`src/rtl/nvm_writer_if.sv`:
```
// Frame-input, readback and status bundle for the serial NVM writer.
interface nvm_writer_if #(
    parameter int ADDR_W = 5
);
    logic              Write;
    logic [ADDR_W-1:0] Addr;
    logic              DIN;
    logic [ADDR_W-1:0] RAddr;
    logic [7:0]        RData;
    logic              Busy;
    logic              Done;
    logic              Err;

    modport master (output Write, Addr, DIN, RAddr, input RData, Busy, Done, Err);
    modport slave  (input Write, Addr, DIN, RAddr, output RData, Busy, Done, Err);
endinterface

```
`src/rtl/nvm_writer.sv`:
```
// Serial byte writer: start/8 data LSB-first/stop frame stored into a small
// register-file memory with combinational readback.
module nvm_writer #(
    parameter int ADDR_W = 5,
    parameter int DEPTH  = 32
) (
    input logic         CLK,
    input logic         RST,
    nvm_writer_if.slave bus
);
    typedef enum logic [1:0] {IDLE, DATA, STOP} state_t;

    state_t            state, state_nxt;
    logic [2:0]        cnt;
    logic [7:0]        shreg;
    logic [ADDR_W-1:0] addr_q;
    logic [7:0]        mem [DEPTH];
    logic              done_q, err_q;
    logic              start, shift, wr, done_nxt, err_nxt;

    always_ff @(posedge CLK or negedge RST) begin
        if (!RST) state <= IDLE;
        else      state <= state_nxt;
    end

    // Dropping Write in DATA or STOP abandons the frame silently.
    always_comb begin
        state_nxt = state;
        start     = 1'b0;
        shift     = 1'b0;
        wr        = 1'b0;
        done_nxt  = 1'b0;
        err_nxt   = 1'b0;
        case (state)
            IDLE: begin
                if (bus.Write && !bus.DIN) begin
                    start     = 1'b1;
                    state_nxt = DATA;
                end
            end
            DATA: begin
                if (!bus.Write) begin
                    state_nxt = IDLE;
                end else begin
                    shift = 1'b1;
                    if (cnt == 3'd7) state_nxt = STOP;
                end
            end
            STOP: begin
                state_nxt = IDLE;
                if (bus.Write) begin
                    if (bus.DIN) begin
                        wr       = 1'b1;
                        done_nxt = 1'b1;
                    end else begin
                        err_nxt  = 1'b1;
                    end
                end
            end
            default: state_nxt = IDLE;
        endcase
    end

    always_ff @(posedge CLK or negedge RST) begin
        if (!RST) begin
            cnt    <= '0;
            shreg  <= '0;
            addr_q <= '0;
            done_q <= 1'b0;
            err_q  <= 1'b0;
            for (int i = 0; i < DEPTH; i++) mem[i] <= '0;
        end else begin
            done_q <= done_nxt;
            err_q  <= err_nxt;
            if (start) begin
                addr_q <= bus.Addr;
                cnt    <= '0;
            end
            if (shift) begin
                shreg[cnt] <= bus.DIN;
                cnt        <= cnt + 3'd1;
            end
            if (wr) mem[addr_q] <= shreg;
        end
    end

    assign bus.RData = mem[bus.RAddr];
    assign bus.Busy  = (state != IDLE);
    assign bus.Done  = done_q;
    assign bus.Err   = err_q;
endmodule

```
`src/flat_wrapper.sv`:
```
// flat-port wrapper written by rule: the top's interface ports become plain ports
module nvm_writer_flat 
#(
    parameter int ADDR_W = 5,
    parameter int DEPTH  = 32
)
  (CLK, RST, bus_Write, bus_Addr, bus_DIN, bus_RAddr, bus_RData, bus_Busy, bus_Done, bus_Err);
  nvm_writer_if #(.ADDR_W(ADDR_W)) bus_i ();
  input logic CLK;
  input logic RST;
  input wire logic [$bits(bus_i.Write)-1:0] bus_Write;
  input wire logic [$bits(bus_i.Addr)-1:0] bus_Addr;
  input wire logic [$bits(bus_i.DIN)-1:0] bus_DIN;
  input wire logic [$bits(bus_i.RAddr)-1:0] bus_RAddr;
  output wire logic [$bits(bus_i.RData)-1:0] bus_RData;
  output wire logic [$bits(bus_i.Busy)-1:0] bus_Busy;
  output wire logic [$bits(bus_i.Done)-1:0] bus_Done;
  output wire logic [$bits(bus_i.Err)-1:0] bus_Err;
  assign bus_i.Write = bus_Write;
  assign bus_i.Addr = bus_Addr;
  assign bus_i.DIN = bus_DIN;
  assign bus_i.RAddr = bus_RAddr;
  assign bus_RData = bus_i.RData;
  assign bus_Busy = bus_i.Busy;
  assign bus_Done = bus_i.Done;
  assign bus_Err = bus_i.Err;
  nvm_writer #(.ADDR_W(ADDR_W), .DEPTH(DEPTH)) u_core (.CLK(CLK), .RST(RST), .bus(bus_i));
endmodule
```
`config.mk`:
```
export PLATFORM = sky130hd
export DESIGN_NAME = nvm_writer_flat
export DESIGN_NICKNAME = d
export VERILOG_FILES = /design/src/rtl/nvm_writer_if.sv /design/src/rtl/nvm_writer.sv /design/src/flat_wrapper.sv
export SDC_FILE = /design/constraint.sdc
export NUM_CORES = 1
export LEC_CHECK = 0
export BUFFER_PORTS_ARGS = -buffer_cell sky130_fd_sc_hd__buf_2
export CORE_ASPECT_RATIO = 1.5
export CORE_UTILIZATION = 55
export CTS_BUF_LIST = sky130_fd_sc_hd__clkbuf_16
export CTS_CLUSTER_DIAMETER = 50
export CTS_CLUSTER_SIZE = 20
export DETAILED_ROUTE_END_ITERATION = 6
export PLACE_DENSITY_LB_ADDON = 0.1
export SKIP_LAST_GASP = 1
export SYNTH_ARGS = -nofsm -noshare
export SYNTH_HDL_FRONTEND = slang
export SYNTH_SLANG_ARGS = --single-unit
```
`constraint.sdc`:
```
create_clock -name CLK -period 2.9 [get_ports CLK]
set_clock_uncertainty 0.15 [all_clocks]
set_input_delay 0.29 -clock CLK [delete_from_list [all_inputs] [get_ports CLK]]
set_output_delay 0.29 -clock CLK [all_outputs]
set_load 0.05 [all_outputs]
```
==> metrics.yaml <==
cp-end-kind: "primary output"
cts_sinks: 276
fin_util_pct: 63.3
hpwl_um: 21000
final_max_slew_viol_count: 0
die_h_um: 190
synth_largest_area_cell: "dfrtp_1"
worstPathArrival_ps: 2440
ios: 25
worst-path-max-fanout: 2
period_share_pct: 99.2
clkTransAtPathRegs_ps: 70
status: "complete, no violations"
vias_per_cell: 6.21
rsz0062_at_grt: "yes"
via_count: 7102
dr.pass1.iters: 4
grt.total_usage_pct: 27.4
min_period_ps: 2880
p_seq_share_pct: 50.1
synth_edf_count: 0
cp.required_ps: 2460
synth_area_leaders: "dfrtp_1, mux2_2, mux4_2"
clock_path_buffers: 3
cts_made_buffers: 23
max_cap_viol_count: 0
grt_pass1_wl_um: 48600
crit_path_start_kind: "flop"
clockPowerShare_pct: 38.4
routedWlPerCell_um: 26.8
slew_headroom_pct: 44.6
drive_above_1_share_pct: 59.4
grt_overflow: 0
ys_seq_area_share_pct: 53.2
ir_drop_v: 0.000583
ys_types: 33
crit_type: "flop to primary output"
syn_to_final_growth_pct: 12.4
final_area_mm2: 0.0146
grt_start_max_net_pins: 94
fin_tns_setup_ps: 0
worst_pin_slew_ps: 832
diodes: 0
ys.flop_type: "dfrtp_1"
synth-async-reset-ratio_pct: 100
synth_common_cells: "dfrtp_1, mux2_2, mux4_2, clkbuf_1, nor4_4"
hold_class: "input port to flop"
netlist_area_mm2: 0.0130
fp-row-count: 68
final_nets: 829
antenna_left: 0
core_area_mm2: 0.0231
synth_top_area_share_pct: 53.2
yosys_warnings: 0
pwr-share-comb_pct: 11.4
h-tree-depth: 1
power.density_mw_per_mm2: 563
p_switching_mw: 2.40
root_buffer: "clkbuf_16"
first_global_vias: 7852
route.detailed.drc: 0
whs_ps: 60.4
drtIter0Drc: 466
setup_viol: 0
max_freq_mhz: 348
clock_latency_ps: 520
syn_avg_cell_area_um2: 16.7
swShare_pct: 29.2
die_x_um: 127
io_buffers: 24
ys_seq_elements: 276
routed_wl_um: 30700
leakage_nw: 6.99
internal-power_mw: 5.81
antenna_found_initial: 0
cts_tree: "built"
hold_viol: 0
place_area_mm2: 0.0137
place.gp.congestion: 0.792
die_area_mm2: 0.0242
syn_inst: 777
initial_core_util_pct: 56.3
syn_nets: 793
fillCellCount: 1612
cell usage in the layout, fill, tap and decap left out, types with 3 or more instances in the layout:
cell type,n
buf_4,35
inv_1,3
dfrtp_1,275
inv_6,4
buf_6,8
clkbuf_16,23
nand3b_1,5
nand4_2,8
and3b_1,3
nor3b_1,5
buf_2,14
buf_12,11
mux4_2,80
mux2_4,7
nand2_1,5
and4_1,8
or3b_2,3
nor3_1,3
mux2_2,269
dlygate4sd3_1,8
nor4_4,16
clkinv_8,3
routing by layer:
layer  vias to the layer above  GRT usage (%)  part of all wire (%)
li1                       3019              -                     -
met4                         0           12.4                   4.5
met1                      3874           34.9                    39
met3                        62           2.33                   3.1
met5                         -              0                     0
met2                       147           47.8                    53
worst max-delay path: stages, from the launching register on:
cell and delay [ps]:
dfrtp_1 390, mux4_2 520, mux4_2 540, mux2_4 310, buf_6 160
metrics by stage:
| stage | total power, mW | setup slack (ps) | std cells |
|---|---|---|---|
| after floorplan | 4.64 | 349 | 777 |
| after global placement | 5.08 | 114 | 1095 |
| after detailed placement | 5.12 | 116 | 1095 |
| after CTS | 8.28 | 4.15 | 1143 |
| after global routing | 8.52 | -6.02 | 1143 |
| final | 8.21 | 24.2 | 1143 |
repair_timing:
action,CTS,global route
resized for setup,23,0
setup endpoints to repair,8,3
pin swaps,0,0
hold buffers,8,0
hold endpoints to repair,93,0
gates cloned,0,0
buffers inserted,0,0
layout make-up:
type	count	area, um2	share of cell area [%]
Sequential cell	276	6910	47.4
Multi-Input combinational cell	433	5770	39.6
Timing Repair Buffer	77	738	5.06
Clock buffer	23	576	3.95
Tap cell	315	394	2.70
Clock inverter	17	189	1.30
Inverter	2	7.51	0.0515
power by group through the flow:
stage / combinational [mW] / clock [mW] / sequential, mW
2_1_floorplan: 0.591 / 0 / 4.05
3_3_place_gp: 0.899 / 0 / 4.18
3_5_place_dp: 0.932 / 0 / 4.19
4_1_cts: 0.943 / 3.22 / 4.11
5_1_grt: 1.01 / 3.37 / 4.13
6_report: 0.936 / 3.16 / 4.12
sequential cells by signal, indices dropped and copies added (netlist names):
name	cells
u_core.mem	256
u_core.shreg	8
u_core.addr_q	5
u_core.cnt	3
u_core.state	2
u_core.bus.Done	1
u_core.bus.Err	1
path summary, 6_finish.rpt:
check,end,start,cells past startpoint,slack (ps)
max reg2reg,u_core.mem[241]$_DFFE_PN0P_,u_core.state[0]$_DFFE_PN0P_,5,370
max in group asynchronous,u_core.addr_q[0]$_DFFE_PN0P_,RST,3,1510
max,bus_RData[6],u_core.mem[6]$_DFFE_PN0P_,4,20
min reg2reg,u_core.mem[246]$_DFFE_PN0P_,u_core.mem[246]$_DFFE_PN0P_,1,360
min,u_core.shreg[4]$_DFFE_PN0P_,bus_DIN,2,60
min in group asynchronous,u_core.mem[131]$_DFFE_PN0P_,RST,2,240
cells by family (layout without fill, tap and decap cells):
family,count (synthesis),in the layout,synth area share (%)
compound gates,5,5,0.270
fa+ha+maj,2,2,0.193
buf+inv,68,119,2.49
flops,276,276,53.2
mux,356,356,37.8
simple gates,70,70,5.98
(Power assumes the default switching activity.)
